File: src/rtl/game_frame_timer.sv
// Frame-strobe generator: periodic frame_tick with run/pause, single-step, runtime
// period reload, wrapping frame counter and power-of-two divided ticks.
module game_frame_timer #(
    parameter int CNT_W          = 20,
    parameter int PERIOD_DEFAULT = 1048575,
    parameter int FRAME_W        = 16,
    parameter int NUM_DIV        = 4
) (
    input  logic               clk,
    input  logic               rst,
    input  logic               run_en,
    input  logic               step,
    input  logic [CNT_W-1:0]   period_in,
    input  logic               period_load,
    output logic               frame_tick,
    output logic [NUM_DIV-1:0] div_tick,
    output logic [FRAME_W-1:0] frame_count,
    output logic               paused
);

    typedef enum logic [1:0] {S_RUN, S_PAUSED, S_STEP} state_t;

    localparam logic [CNT_W-1:0]   PERIOD_RST = CNT_W'(PERIOD_DEFAULT);
    localparam logic [CNT_W-1:0]   CNT_ONE    = CNT_W'(1);
    localparam logic [CNT_W-1:0]   PERIOD_MIN = CNT_W'(2);
    localparam logic [FRAME_W-1:0] FRAME_ONE  = FRAME_W'(1);

    state_t             state, state_nxt;
    logic [CNT_W-1:0]   cnt, cnt_nxt;
    logic [CNT_W-1:0]   period_reg, period_nxt;
    logic               tick_nxt;
    logic [FRAME_W-1:0] fc_nxt;

    // A period below 2 would leave no cycle between consecutive wraps.
    function automatic logic [CNT_W-1:0] sat_period(input logic [CNT_W-1:0] p);
        return (p < PERIOD_MIN) ? PERIOD_MIN : p;
    endfunction

    // Bit i set when the low i+1 bits of the new frame count are all zero.
    function automatic logic [NUM_DIV-1:0] div_mask(input logic [FRAME_W-1:0] fc);
        logic [FRAME_W-1:0] m;
        logic [NUM_DIV-1:0] r;
        m = '0;
        r = '0;
        for (int i = 0; i < NUM_DIV; i++) begin
            m[i] = 1'b1;
            r[i] = ((fc & m) == '0);
        end
        return r;
    endfunction

    always_comb begin
        state_nxt  = state;
        cnt_nxt    = cnt;
        period_nxt = period_reg;
        tick_nxt   = 1'b0;
        case (state)
            S_RUN: begin
                if (!run_en) begin
                    state_nxt = S_PAUSED;
                end else if (cnt == period_reg - CNT_ONE) begin
                    cnt_nxt  = '0;
                    tick_nxt = 1'b1;
                end else begin
                    cnt_nxt = cnt + CNT_ONE;
                end
            end
            S_PAUSED: begin
                if (run_en) begin
                    state_nxt = S_RUN;
                end else if (step) begin
                    state_nxt = S_STEP;
                    cnt_nxt   = '0;
                    tick_nxt  = 1'b1;
                end
            end
            S_STEP: begin
                state_nxt = run_en ? S_RUN : S_PAUSED;
            end
            default: begin
                state_nxt = S_RUN;
                cnt_nxt   = '0;
            end
        endcase
        // A reload restarts the frame; a wrap landing on the same edge is dropped.
        if (period_load) begin
            period_nxt = sat_period(period_in);
            cnt_nxt    = '0;
            if (state == S_RUN) tick_nxt = 1'b0;
        end
        fc_nxt = frame_count + FRAME_ONE;
    end

    always_ff @(posedge clk) begin
        if (rst) begin
            state       <= S_RUN;
            cnt         <= '0;
            period_reg  <= PERIOD_RST;
            frame_count <= '0;
            frame_tick  <= 1'b0;
            div_tick    <= '0;
            paused      <= 1'b0;
        end else begin
            state      <= state_nxt;
            cnt        <= cnt_nxt;
            period_reg <= period_nxt;
            frame_tick <= tick_nxt;
            div_tick   <= tick_nxt ? div_mask(fc_nxt) : '0;
            paused     <= (state_nxt == S_PAUSED);
            if (tick_nxt) frame_count <= fc_nxt;
        end
    end

endmodule
File: config.mk
export PLATFORM = sky130hd
export DESIGN_NAME = game_frame_timer
export DESIGN_NICKNAME = d
export VERILOG_FILES = /design/src/rtl/game_frame_timer.sv
export SDC_FILE = /design/constraint.sdc
export NUM_CORES = 1
export LEC_CHECK = 0
export BUFFER_PORTS_ARGS = -buffer_cell sky130_fd_sc_hd__buf_2
export CORE_ASPECT_RATIO = 0.9
export CORE_MARGIN = 3
export CORE_UTILIZATION = 40
export DETAILED_ROUTE_END_ITERATION = 12
export PLACE_DENSITY = 0.66
export REMOVE_ABC_BUFFERS = 1
export SYNTH_ARGS = -nofsm -noshare
export SYNTH_HDL_FRONTEND = slang
export SYNTH_SLANG_ARGS = --single-unit
export TNS_END_PERCENT = 20
File: constraint.sdc
create_clock -name clk -period 4.1 [get_ports clk]
set_input_delay 1.025 -clock clk [delete_from_list [all_inputs] [get_ports clk]]
set_output_delay 1.025 -clock clk [all_outputs]
set_load 0.005 [all_outputs]
* Yosys cells after proc, flatten, opt, wreduce, memory -nomap -nowiden
Index checks and enable logic that the tools add are counted.
Widths: inputs -> output; s select.
** Storage, ports and cells
- Flip-flop bits (word level) :: 64
- Word-level logic and storage cells :: 46
- Output and inout port bits :: 22
** Cells by class
- Equality and inequality tests :: 7
- Magnitude comparators :: 1
- Mux-type cells :: 18
- Bitwise operators :: 2
- Add/subtract/negate cells :: 3
- Reductions and logical operators :: 8
** Operators with widths (count)
- $mux 20 :: 5
- $logic_not 16->1 :: 4
- $pmux 20 s3 :: 1
- $add 20x1->20 const B :: 1
- $eq 20x20->1 :: 1
- $lt 20x2->1 const B :: 1
- $sub 20x1->20 const B :: 1
- $add 16x1->16 const B :: 1
- $mux 1 :: 7
- $mux 2 :: 3
- $ne 2x2->1 const B :: 3
- $pmux 2 s3 :: 1
- $eq 2x1->1 const B :: 2
- $reduce_and 4->1 :: 1
- $reduce_or 2->1 :: 2
- $eq 2x2->1 const B :: 1
- $logic_not 2->1 :: 1
- $not 1->1 :: 2
- $pmux 1 s2 :: 1

* Logic depth before layout (Yosys ltp)
Gate-level depths: netlist of run 1.
- Word-level depth :: 9
- Depth in mapped cells :: 14

* Least setup slack after synthesis of run 1
No wires, ideal clock.
- Kind :: reg-to-reg
- From :: register period_reg[0]
- To :: register frame_count[15]
- Path slack :: 0.623 ns
- Clock period less this slack :: 3.477 ns
- Required time :: 4.030 ns
- Arrival time :: 3.407 ns
- Stages on the path, launching flop included :: 14
- Cells stage by stage :: dfxtp_1 -> inv_1 -> ha_1 -> buf_2 -> or4b_1 -> buf_2 -> nand4b_4 -> or4b_1 -> a32o_1 -> a2111oi_2 -> a21oi_1 -> buf_2 -> or4_1 -> a21oi_1
** On the way
- Longest elaborated chain between the ends :: 7
** Ends and longest elaborated chain
- start, declared :: line 30 : logic [CNT_W-1:0] period_reg, period_nxt;
- start signal, assigned :: line 106 : period_reg <= period_nxt;
- $sub 20x1->20 * :: line 61 : end else if (cnt == period_reg - CNT_ONE) begin
- $eq 20x20->1 * :: line 61
- $mux 1 * :: line 61
- $mux 1 * :: line 59 : if (!run_en) begin
- $pmux 1 s2 * :: line 57 : case (state)
- $mux 1 :: line 89 : if (state == S_RUN) tick_nxt = 1'b0;
- $mux 1 * :: line 86 : if (period_load) begin
- end signal, assigned :: line 110 : if (tick_nxt) frame_count <= fc_nxt;
- end, declared :: line 17 : output logic [FRAME_W-1:0] frame_count,
Mark *: on every way between the ends. The rest lies on a longest branch, timed or not.
A chain may end at the register's enable or synchronous reset.

* Final worst setup path of run 1
- From :: register period_reg[0]
- To :: register cnt[3]
** On the way
- Longest elaborated chain between the ends :: 5
** Ends and longest elaborated chain
- $sub 20x1->20 :: line 61
- $eq 20x20->1 :: line 61
- $mux 20 :: line 61
- $mux 20 :: line 59
- $pmux 20 s3 :: line 57
- end signal, assigned :: line 105 : cnt <= cnt_nxt;
- end, declared :: line 29 : logic [CNT_W-1:0] cnt, cnt_nxt;
Every way passes these cells. The select of a mux whose other input is x is not followed.

==> results of run 1 <==
-- critical path: cells and delay by family, from the launching register on --
family	cells	cell delay, ns
fa+ha+maj	1	0.29
compound gates	4	1.44
flops	1	0.36
buf+inv	1	0.10
simple gates	4	1.54
-- layer usage --
metal	part of all wire [%]	track usage (%)
met4	1.1	6.18
met2	47	28.4
met3	3.2	3.19
met1	48	23.9
met5	0	0
-- power breakdown --
group	switching, mW	internal [mW]	leakage, nW
Combinational	0.0669	0.0493	0.896
Sequential	0.0219	0.636	0.521
Clock	0.270	0.487	0.137
Total	0.359	1.17	1.55
-- cell usage after synthesis, drive strengths merged, types with 2 or more instances --
cell	instances
dfxtp	64
nand2	39
a31oi	26
clkbuf	22
nand3	22
a21oi	21
nor2	21
mux2i	20
xnor2	20
o21ai	19
nor3	14
or3	13
nand3b	11
nor4	11
and3	10
inv	10
nand4	9
or4	7
buf	6
nor2b	6
a22oi	5
and2	5
o211ai	5
o31ai	5
xor2	5
a2111oi	4
ha	4
o22ai	4
and3b	3
nand2b	3
a21o	2
nor3b	2
o21a	2
o21bai	2
or2	2
or4b	2
-- per-stage QoR --
step	util [%]	worst slack, ns
final	48.9	0.255
after global routing	48.9	0.0381
after CTS	48.8	0.141
after detailed placement	45.6	0.176
after global placement	45.6	0.291
after floorplan	-	0.315
-- cell families after synthesis --
logic type,Yosys count,synth area share (%)
buffers and inverters,38,4.03
AOI/OAI and AO/OA,105,18.7
xor gates and xnor gates,26,6.68
DFF,64,35.3
and+or+nand+nor,183,28.1
muxes,21,5.82
adders and majority gates,4,1.38
-- layout make-up --
type,instances,area share (%)
Clock inverter,6,3.24
Tap cell,119,3.51
Clock buffer,10,3.24
Timing Repair Buffer,53,6.66
Inverter,10,0.884
Multi-Input combinational cell,339,52.3
Sequential cell,64,30.2
-- worst paths after layout --
check	from	to	slack (ns)	cells past startpoint
hold reg to reg	frame_count[15]	frame_count[15]	0.48	2
setup / recovery	period_reg[0]	cnt[3]	0.26	10
setup reg to reg	period_reg[0]	cnt[3]	0.26	10
hold / removal	frame_count[15]	frame_count[15]	0.48	2
-- what timing repair did --
action,in CTS,in global routing
endpoints found under the setup margin,0,8
gates resized for setup,0,2
hold buffers,0,0
==> impl_metrics.env, run 1 <==
export IMPL_layout_common_cells="dfxtp_1, buf_2, nand2_1, a31oi_1, nand3_1"
export IMPL_hold_class="register to register"
export IMPL_hpwl_mm=6.48
export IMPL_clock_latency_ns=0.35
export IMPL_clockBufferDepth=2
export IMPL_die_h_um=96.4
export IMPL_critPathCaptureType="register"
export IMPL_period_minus_slack_ns=3.84
export IMPL_fin_area_um2=4250
export IMPL_async_flop_share_pct=0
export IMPL_ys_seq_area_share_pct=35.3
export IMPL_synth_area_leaders="dfxtp_1, mux2i_1, xnor2_1, a31oi_1, nand2_1"
export IMPL_grtUsageTotal_pct=17.6
export IMPL_fmax_mhz=260
export IMPL_fp_coreArea_um2=8690
export IMPL_synth_ff_type="dfxtp_1"
export IMPL_place_area_um2=3960
export IMPL_seq_area_um2=1280
export IMPL_vias_per_cell=5.72
export IMPL_slew_viol_final=0
export IMPL_timing_hold_ws_ns=0.481
export IMPL_clk_pin_slew_ns=0.08
export IMPL_critPathKind="register to register"
export IMPL_synth_area_per_cell_um2=8.23
export IMPL_cpMostUsedCell="or4b_1"
export IMPL_grt_pass1_vias=3042
export IMPL_drc_errors=0
export IMPL_multi_input_area_um2=2220
export IMPL_cts_buffers=9
export IMPL_cts_root_buf="clkbuf_8"
export IMPL_antenna_found_initial=0
export IMPL_leakage_nw=1.55
export IMPL_synth_top_cell_area_share_pct=35.3
export IMPL_ir_worst_vdd_v=0.000173
export IMPL_die_area_um2=10300
export IMPL_grt_overflow_total=0
export IMPL_start_kind="register"
export IMPL_max_stage_delay_ns=0.67
export IMPL_synth_edf_count=0
export IMPL_floorplan_initialDensity_pct=41.8
export IMPL_drive_above_1_share_pct=15.8
export IMPL_cp_cell_sequence="inv_1, ha_1, or4b_1, nand4b_4, or4b_1, a32o_1, a2111oi_1, a21oi_4, nand2_1, o22ai_1"
export IMPL_num_nets_final=506
export IMPL_worst_pin_slew_ns=0.776
export IMPL_outcome="completed"
export IMPL_die_w_um=106
export IMPL_cpMaxStageDelayCell="a2111oi_1"
export IMPL_ios=47
export IMPL_dpl_cell_count=585
export IMPL_drtAntennaViolNets=0
export IMPL_post_route_period_util_pct=93.8
export IMPL_synthToLayoutAreaGrowth_pct=16.9
export IMPL_grt_pass1_wl_mm=14.8
export IMPL_detail_route_wl_per_cell_um=14.9
export IMPL_fillers=848
export IMPL_synth_area_leader_cell="dfxtp_1"
export IMPL_final_setup_viol_count=0
export IMPL_yosysWarnings=0
export IMPL_h_tree_depth=3
export IMPL_yosysUniqueCellTypes=56
export IMPL_hold_viol=0
export IMPL_port_buffers=46
export IMPL_drt_iter0_markers=165
export IMPL_rsz0062_at_grt="false"
export IMPL_max_slew_margin_pct=48.3
export IMPL_cts_sink_count=64
export IMPL_p_total_mw=1.53
export IMPL_ys_ff_latch=64
export IMPL_synthCells=441
export IMPL_n_antenna_cell=0
export IMPL_cts_setup_buffers=0
export IMPL_p_per_area_nw_per_um2=361
export IMPL_fin_tns_setup_ns=0
export IMPL_final_common_cell="dfxtp_1"
export IMPL_totalWireLength_mm=8.98
export IMPL_place_congestion=0.872
export IMPL_syn_cell_area_um2=3630
export IMPL_tritoncts="yes"
export IMPL_layout_cells_non_filler=601
export IMPL_dr_pass1_iters=5
export IMPL_finClkSkew_ns=0.0112
export IMPL_grt_max_degree=31
export IMPL_worstPathMaxFanout=30
export IMPL_crit_arrival_ns=4.08
export IMPL_rows=32
export IMPL_cap_violations=0
export IMPL_routed_via_count=3438
export IMPL_required_ns=4.33
Power figures use the tool's default switching activity.
==> run 2, diff against run 1 <==
--- a/config.mk
+++ b/config.mk
@@ -8,10 +8,9 @@
 export BUFFER_PORTS_ARGS = -buffer_cell sky130_fd_sc_hd__buf_2
 export CORE_ASPECT_RATIO = 0.9
 export CORE_MARGIN = 3
-export CORE_UTILIZATION = 40
+export CORE_UTILIZATION = 58
 export DETAILED_ROUTE_END_ITERATION = 12
-export PLACE_DENSITY = 0.66
-export REMOVE_ABC_BUFFERS = 1
+export PLACE_DENSITY = 0.8
 export SYNTH_ARGS = -nofsm -noshare
 export SYNTH_HDL_FRONTEND = slang
 export SYNTH_SLANG_ARGS = --single-unit
==> run 2 against run 1 <==
Against the previous run: sequential power barely moved; worst setup slack improved by 0.044 ns; clock power fell by 29%; power shrank 14%; final cell count down 8.5%; via count up 1.3%; final area fell by 3.8%; utilization grew 21 points; sequential share of layout area rose by 1.2 points; clock skew is essentially flat; die area fell by 29%; largest cell class unchanged; largest power group is now sequential cells.
==> impl_metrics.env, run 2 (synthesis gave the netlist of run 1 again) <==
export IMPL_outcome="completed"
export IMPL_hp_start="frame_count[15]"
export IMPL_critPathLaunch="period_reg[0]"
export IMPL_synth_net_count=470
export IMPL_required_ns=4.38
export IMPL_final_common_cell="dfxtp_1"
export IMPL_die_h_um=81.1
export IMPL_rsz0062_at_grt="false"
export IMPL_h_tree_depth=3
export IMPL_drt_iter0_markers=252
export IMPL_start_kind="register"
export IMPL_vias_per_cell=6.33
export IMPL_dr_pass1_iters=5
export IMPL_post_route_period_util_pct=92.7
export IMPL_cts_resized=0
export IMPL_fillers=502
export IMPL_critPathKind="register to register"
export IMPL_critPathBufInv=1
export IMPL_synthToLayoutAreaGrowth_pct=12.4
export IMPL_clock_latency_ns=0.34
export IMPL_max_stage_delay_ns=0.60
export IMPL_hold_viol=0
export IMPL_grt_overflow_total=0
export IMPL_grtUsageTotal_pct=25.0
export IMPL_routed_via_count=3482
export IMPL_die_w_um=89.4
export IMPL_critPathCaptureType="register"
export IMPL_cts_setup_buffers=0
export IMPL_leakage_nw=1.51
export IMPL_cts_root_buf="clkbuf_8"
export IMPL_final_setup_viol_count=0
export IMPL_clockBufferDepth=2
export IMPL_finish_utilization_pct=69.7
export IMPL_clk_pin_slew_ns=0.07
export IMPL_rows=26
export IMPL_cap_violations=0
export IMPL_ir_worst_vdd_v=0.000260
export IMPL_hpwl_mm=6.34
export IMPL_worst_pin_slew_ns=1.20
export IMPL_cpMaxStageDelayCell="or4_1"
export IMPL_tritoncts="yes"
export IMPL_drive_above_1_share_pct=15.2
export IMPL_cts_sink_count=64
export IMPL_detail_route_wl_per_cell_um=15.9
export IMPL_fin_tns_setup_ns=0
export IMPL_crit_arrival_ns=4.08
export IMPL_finClkSkew_ns=0.0113
export IMPL_floorplan_initialDensity_pct=62.0
export IMPL_slew_viol_final=0
export IMPL_fmax_mhz=263
export IMPL_grt_max_degree=31
export IMPL_place_congestion=0.876
export IMPL_postCtsHoldBufs=0
export IMPL_fp_coreArea_um2=5860
export IMPL_drc_errors=0
export IMPL_n_antenna_cell=0
export IMPL_die_area_um2=7250
export IMPL_worstPathMaxFanout=30
export IMPL_r2r_slack_ns=0.30
export IMPL_cpMostUsedCell="or4b_1"
export IMPL_p_total_mw=1.31
export IMPL_max_slew_margin_pct=19.8
export IMPL_place_ws_ns=0.338
export IMPL_cp_cell_sequence="inv_1, ha_1, or4b_1, nand4b_4, or4b_1, a32o_1, a2111oi_2, a21oi_2, or4_1, a21oi_1"
export IMPL_ios=47
export IMPL_drtAntennaViolNets=0
export IMPL_grt_pass1_vias=3087
export IMPL_fin_ws_ns=0.299
export IMPL_layout_common_cells="dfxtp_1, buf_2, nand2_1, a31oi_1, nand3_1"
export IMPL_port_buffers=46
export IMPL_totalWireLength_mm=8.72
export IMPL_period_minus_slack_ns=3.80
export IMPL_grt_pass1_wl_mm=14.2
export IMPL_rr_startpoint="period_reg[0]"
export IMPL_p_per_area_nw_per_um2=322
export IMPL_num_nets_final=504
export IMPL_hold_class="register to register"
export IMPL_cp_top_family="simple AND/OR/NAND/NOR gates"
export IMPL_cts_buffers=9
export IMPL_antenna_found_initial=0
-- run 2: cell types whose count changed in the layout (fill, tap and decap cells not counted), sizes merged --
cell	before	now
clkinv	0	3
clkinvlp	0	1
clkbuf	10	11
buf	53	51
bufinv	4	1
inv	12	10
-- run 2: worst paths after layout --
path,endpoint,cells after the start
worst min register to register,frame_count[15],2
worst max register to register,frame_count[15],10
worst min-delay path,frame_count[15],2
worst max-delay path,frame_count[15],10
-- run 2: report_power, final --
group          switching, mW  internal, mW
registers             0.0240         0.636
clock network          0.244         0.296
logic                 0.0644        0.0482
total                  0.332         0.981
-- run 2: stage by stage --
step	instance area [um2]	cells	hold slack, ns
floorplan	3630	441	0.458
global placement	3880	534	0.467
detailed placement	3880	534	0.477
CTS	4080	550	0.488
global route	4080	550	0.498
finish	4080	550	0.485
-- run 2: worst register-to-register path: stages, from the launching register on --
cell       delay, ns
dfxtp_1         0.36
inv_1           0.10
ha_1            0.30
or4b_1          0.50
nand4b_4        0.20
or4b_1          0.50
a32o_1          0.28
a2111oi_2       0.38
a21oi_2         0.36
or4_1           0.61
a21oi_1         0.15
-- run 2: metal layers --
layer | vias to the layer above | wire length [um] | global-route usage [%]
li1 | 1721 | - | -
met1 | 1660 | 4100 | 33.9
met2 | 90 | 3990 | 40.1
met3 | 11 | 516 | 4.87
met4 | 0 | 103 | 7.44
met5 | - | 0 | 0
-- run 2: layout make-up --
cell class / count / area (um2) / area share [%]
clock buffer: 11 / 141 / 3.46
multi-input combinational: 339 / 2210 / 54.2
sequential: 64 / 1280 / 31.4
inverter: 10 / 37.5 / 0.919
tap: 70 / 87.6 / 2.15
clock inverter: 5 / 56.3 / 1.38
timing repair buffer: 51 / 268 / 6.56
